**config.mk**
```make
export PLATFORM = sky130hd
export DESIGN_NAME = serial_sub
export DESIGN_NICKNAME = d
export VERILOG_FILES = /design/src/rtl/serial_sub.sv
export SDC_FILE = /design/constraint.sdc
export NUM_CORES = 1
export LEC_CHECK = 0
export CAP_MARGIN = 40
export CORE_MARGIN = 2
export CORE_UTILIZATION = 43
export CTS_BUF_LIST = sky130_fd_sc_hd__clkbuf_16
export DETAILED_ROUTE_END_ITERATION = 8
export MAX_ROUTING_LAYER = met4
export PLACE_DENSITY = 0.73
export SETUP_SLACK_MARGIN = 0.15
export SLEW_MARGIN = 20
export SYNTH_ARGS = -nofsm -noshare
export SYNTH_HDL_FRONTEND = slang
export SYNTH_SLANG_ARGS = --single-unit
```
**constraint.sdc**
```tcl
create_clock -name clk -period 1.9 [get_ports clk]
set_clock_uncertainty 0.05 [all_clocks]
set_input_delay 0.57 -clock clk [delete_from_list [all_inputs] [get_ports clk]]
set_output_delay 0.57 -clock clk [all_outputs]
set_load 0.005 [all_outputs]
```
**src/rtl/serial_sub.sv**
```systemverilog
// Bit-serial ripple-borrow subtractor: d = a - b - bin (mod 2^WIDTH), one bit per clock, LSB first.
// Results and borrow-out are published only at completion; partial results stay internal.
module serial_sub #(
  parameter int unsigned WIDTH = 4
) (
  input  logic             clk,
  input  logic             rst,
  input  logic             start,
  input  logic [WIDTH-1:0] a,
  input  logic [WIDTH-1:0] b,
  input  logic             bin,
  output logic             busy,
  output logic             done,
  output logic [WIDTH-1:0] d,
  output logic             bout
);

  localparam int unsigned IdxW = (WIDTH > 1) ? $clog2(WIDTH) : 1;
  localparam logic [IdxW-1:0] LastIdx = IdxW'(WIDTH - 1);

  typedef enum logic [0:0] {StIdle, StRun} state_e;

  state_e            state_q, state_d;
  logic [WIDTH-1:0]  a_q, a_d, b_q, b_d, sh_q, sh_d, d_q, d_d;
  logic              br_q, br_d, bout_q, bout_d, done_q, done_d;
  logic [IdxW-1:0]   idx_q, idx_d;

  logic              abit, bbit, dbit, br_next;
  logic [WIDTH-1:0]  sh_next;

  // Full-subtractor stage on the currently indexed bit pair.
  always_comb begin
    abit    = a_q[idx_q];
    bbit    = b_q[idx_q];
    dbit    = abit ^ bbit ^ br_q;
    br_next = (~abit & bbit) | (~abit & br_q) | (bbit & br_q);
    sh_next = {dbit, sh_q[WIDTH-1:1]};
  end

  always_ff @(posedge clk) begin
    if (rst) begin
      state_q <= StIdle;
      a_q     <= '0;
      b_q     <= '0;
      sh_q    <= '0;
      d_q     <= '0;
      br_q    <= 1'b0;
      bout_q  <= 1'b0;
      done_q  <= 1'b0;
      idx_q   <= '0;
    end else begin
      state_q <= state_d;
      a_q     <= a_d;
      b_q     <= b_d;
      sh_q    <= sh_d;
      d_q     <= d_d;
      br_q    <= br_d;
      bout_q  <= bout_d;
      done_q  <= done_d;
      idx_q   <= idx_d;
    end
  end

  always_comb begin
    state_d = state_q;
    a_d     = a_q;
    b_d     = b_q;
    sh_d    = sh_q;
    d_d     = d_q;
    br_d    = br_q;
    bout_d  = bout_q;
    done_d  = 1'b0;
    idx_d   = idx_q;
    unique case (state_q)
      StIdle: begin
        if (start) begin
          a_d     = a;
          b_d     = b;
          br_d    = bin;
          sh_d    = '0;
          idx_d   = '0;
          state_d = StRun;
        end
      end
      StRun: begin
        sh_d  = sh_next;
        br_d  = br_next;
        idx_d = idx_q + 1'b1;
        if (idx_q == LastIdx) begin
          d_d     = sh_next;
          bout_d  = br_next;
          done_d  = 1'b1;
          idx_d   = '0;
          state_d = StIdle;
        end
      end
      default: state_d = StIdle;
    endcase
  end

  always_comb begin
    busy = (state_q == StRun);
    done = done_q;
    d    = d_q;
    bout = bout_q;
  end

endmodule

```
* Word-level counts from Yosys, hierarchy flattened
Cells that the tools add are included.
** Word-level totals
- Input port bits :: 12
- Register bits :: 22
- Output and inout bits :: 7
** Cells by class
- Add/subtract/negate cells :: 1
- Muxes and demuxes :: 15
- $lt $le $gt $ge :: 1
- Reductions and logical operators :: 3
- Bitwise gates (word level) :: 9
- Eq/ne operators :: 2
** Operators with widths (number)
- $pmux 4 s2 :: 1
- $mux 1 :: 6
- $bmux 1 s2 :: 2
- $mux 2 :: 2
- $mux 4 :: 1
- $pmux 1 s2 :: 2
- $pmux 2 s2 :: 1
- $reduce_and 2->1 :: 2
- $and 1x1->1 :: 3
- $lt 2x3->1 const B :: 1
- $add 2x1->2 const B :: 1
- $eq 2x2->1 const B :: 1
- $ne 2x2->1 const B :: 1
- $not 1->1 :: 2
- $or 1x1->1 :: 2
- $reduce_or 2->1 :: 1
- $xor 1x1->1 :: 2

* Depth between registers and ports, before layout
Gate-level depths: netlist (run 1).
- Depth in word-level cells :: 7
- Mapped depth :: 6
- Depth with buffers taken out :: 6

* Least setup slack after synthesis (run 1)
No wires, ideal clock.
- Path type :: register -> register
- From :: register idx_q[0]
- To :: register sh_q[3]
- Period minus slack after synthesis :: 1872 ps
- Data arrival time :: 1694 ps
- Required time :: 1722 ps
- Slack :: 28 ps
- Cell stages (with the launch flop) :: 6
- Cells stage by stage :: dfxtp_1 -> mux4_1 -> fa_1 -> inv_1 -> a21oi_1 -> nor2_1
** On the way
- Word-level cells in the longest chain between the ends :: 5
- Elaborated cells between the ends (all ways) :: 7
** Ends and longest elaborated chain
- start: declaration :: line 26 : logic [IdxW-1:0] idx_q, idx_d;
- start signal: assignment :: line 60 : idx_q <= idx_d;
- $bmux 1 s2, on equally long branches :: line 33, 34
- $mux 1, on equally long branches :: line 33, 34
- $xor 1x1->1 (*) (2 in series) :: line 35 : dbit = abit ^ bbit ^ br_q;
- $pmux 4 s2 (*) :: line 74 : unique case (state_q)
- end signal: assignment :: line 45 : sh_q <= '0;
- end signal: assignment :: line 55 : sh_q <= sh_d;
- end: declaration :: line 24 : logic [WIDTH-1:0] a_q, a_d, b_q, b_d, sh_q, sh_d, d_q, d_d;
Mark *: on every way between the ends. The rest lies on a longest branch, timed or not. The select of a mux whose other input is x is not followed.
A chain may end at the register's enable or synchronous reset.

* Worst setup path after layout (run 1)
Same ends and word-level chain as after synthesis.

==> key figures, run 1 <==
Run status
  – Status: complete, no violations

STA
  – Hold Worst Slack: 0.403 ns
  – F_max: 560 MHz
  – Crit share post-route: 0.940
  – Min Tclk post-route: 1.79 ns
  – Final count of negative-setup-slack endpoints: 0
  – Final Hold Fails: 0
  – Slew headroom: 0.796
  – Fin. max-slew vios: 0
  – Worst Tran Pin Value: 0.306 ns
  – TNS Setup: 0 ns
  – RSZ-0062 raised after global routing: yes

Route
  – Drt wl/cell: 12.7 um
  – Vias: 703
  – Drt first pass iters: 4
  – Antenna Violating Nets Remaining: 0
  – WL final: 1800 um
  – Initial DRC Count: 4
  – Residual DRC: 0
  – Via-to-Cell Ratio: 4.95

Die
  – I/O pin total: 19
  – Initial core utilization: 0.455
  – Row count: 16
  – Core Area: 0.00194 mm^2
  – Die width: 49.3 um
  – Die ar.: 0.00243 mm^2
  – Die height: 49.3 um

Setup path
  – Element type at the critical path start: register
  – Crit path cell chain: mux4_2 -> fa_1 -> inv_1 -> a21oi_2 -> nor2_1
  – CP Data Arrival Time: 1.88 ns
  – Crit-path slowest cell: fa_1
  – Critical path class: register to register
  – CP Capture Type: register
  – Max stage delay on crit path: 0.54 ns
  – Critical path required time: 1.99 ns
  – Highest net fanout along the worst path: 3

Run
  – Total of max-cap violations: 0

CTS
  – H-tree Lvls: 1
  – # hold bufs at CTS: 0
  – CTS tree: yes
  – Clk_lat worst skew: 0.25 ns
  – Inserted Clock Buffers: 3
  – Worst-path clk slew: 0.06 ns
  – Clock tree buffer depth: 2
  – CTS root buf: clkbuf_16
  – Sink Count: 21

Synth
  – Top-area cell type share of the netlist area: 0.476
  – YS warnings: 0
  – Post-synth top area cell: dfxtp_1
  – Cell count after synthesis: 97
  – Post-Syn Area: 883 um^2
  – Largest cells by area after synthesis: dfxtp_1 48%, a21oi_1 10%, nand2_1 8.9%
  – FF+latch count, synth: 21
  – Register area share after synthesis: 0.476
  – Yosys cell types: 20
  – Post-Syn Nets: 111
  – Syn_area_per_cell: 9.11 um^2

Final layout
  – Most frequent cells in the layout: 21 x nand2_1, 20 x dfxtp_1, 17 x a21oi_1
  – Fillers: 172
  – Nets: 130
  – Multi-input logic area: 400 um^2
  – Layout Utilization: 0.598
  – Layout area overhead: 31.4%
  – Register Area: 424 um^2
  – Ant diodes: 0
  – Commonest non-fill, non-tap cell in the layout: nand2_1
  – Post-route cell area: 0.00116 mm^2
  – Layout cell share with drive strength beyond 1: 0.130

Global route
  – Remaining global-route overflow: 0
  – Initial antenna violation count: 0
  – First-pass GRT wire length: 2950 um
  – Total Routing Usage GR: 0.168
  – Vias in the first global route: 694
  – Largest net degree at the start of global routing: 22

Place
  – Placed inst area: 0.00106 mm^2
  – Final Wtd Congestion: 0.733
  – HPWL Detailed: 1190 um
  – IO Port Bufs: 18

Power
  – Static leakage: 0.468 nW
  – Power Dens Cells: 886 mW/mm^2
  – IR drop worst, VDD: 0.417 mV

Min path
  – HP Class: register to register
-- metal layers --
| layer | up-vias | wire [um] | track usage |
|---|---|---|---|
| li1 | 360 | - | - |
| met1 | 311 | 719 | 0.160 |
| met2 | 22 | 910 | 0.284 |
| met3 | 10 | 96 | 0.0491 |
| met4 | 0 | 78 | 0.129 |
| met5 | - | 0 | - |
-- final timing paths --
check	start	end	slack (ns)	depth (start not counted)
worst max register to register	idx_q[0]$_SDFFE_PP0P_	sh_q[3]$_SDFFE_PP0P_	0.11	5
worst min-delay path	d[2]$_SDFFE_PP0P_	d[2]$_SDFFE_PP0P_	0.40	2
worst min register to register	d[2]$_SDFFE_PP0P_	d[2]$_SDFFE_PP0P_	0.40	2
worst max-delay path	idx_q[0]$_SDFFE_PP0P_	sh_q[3]$_SDFFE_PP0P_	0.11	5
-- registers in the layout, indices dropped and copies added, names as in the netlist --
register	cells
busy	1
d	4
sh_q	3
idx_q	2
bout	1
b_q	4
done	1
br_q	1
a_q	4
-- critical path, delay by kind of cell (launching register included) --
kind	cells	cell delay, ns
fa+ha+maj	1	0.54
mux	1	0.51
flops	1	0.36
compound gates	1	0.11
buf+inv	1	0.06
simple gates	1	0.04
-- cell usage after synthesis, drive strengths merged --
master,instances
mux4,2
inv,2
ha,1
mux2,1
dfxtp,21
buf,6
and2b,1
nand2,21
a311oi,1
clkbuf,2
mux2i,2
fa,1
nor3b,4
nand3,4
a21oi,18
nand2b,2
nor2,8
-- where the power goes --
group          switching (mW)  internal [mW]
Sequential             0.0138          0.458
Clock                   0.156          0.282
Combinational          0.0562         0.0617
Total                   0.226          0.802
-- per-stage QoR --
step	power, mW	instances	setup WS (ns)
finish	1.03	142	0.114
global route	1.07	142	0.0508
CTS	1.03	142	0.0857
detailed placement	0.593	137	0.0501
global placement	0.588	137	0.0724
floorplan	0.556	97	0.135
-- what timing repair did --
item,4_1_cts,5_1_grt
pin swaps,2,1
gates resized for setup,1,4
setup buffers,1,0
endpoints found under the setup margin,2,4
hold endpoints to repair,0,0
-- cells by family after synthesis --
kind of cell,share of synthesized area
buf+inv,0.0708
flops,0.476
mux,0.0949
fa+ha+maj,0.0368
simple gates,0.203
compound gates,0.119
-- final cells by class --
cell class | instances | share of cell area
Timing Repair Buffer | 22 | 0.185
Inverter | 2 | 0.00647
Clock buffer | 3 | 0.0647
Tap cell | 27 | 0.0291
Multi-Input combinational cell | 66 | 0.345
Sequential cell | 21 | 0.365
Clock inverter | 1 | 0.00431
Note: power is estimated with default switching activity, not from simulation.
==> run 2: changes to the inputs <==
Settings changed: CTS_CLUSTER_DIAMETER from default to 30.
==> results of run 2 <==
No change in the layout: final DEF, timing and power equal those of run 1.
==> run 3: changes to the inputs <==
Settings changed: CTS_CLUSTER_DIAMETER 30 to default.
==> results of run 3 <==
No change in the layout: final DEF, timing and power equal those of run 1.
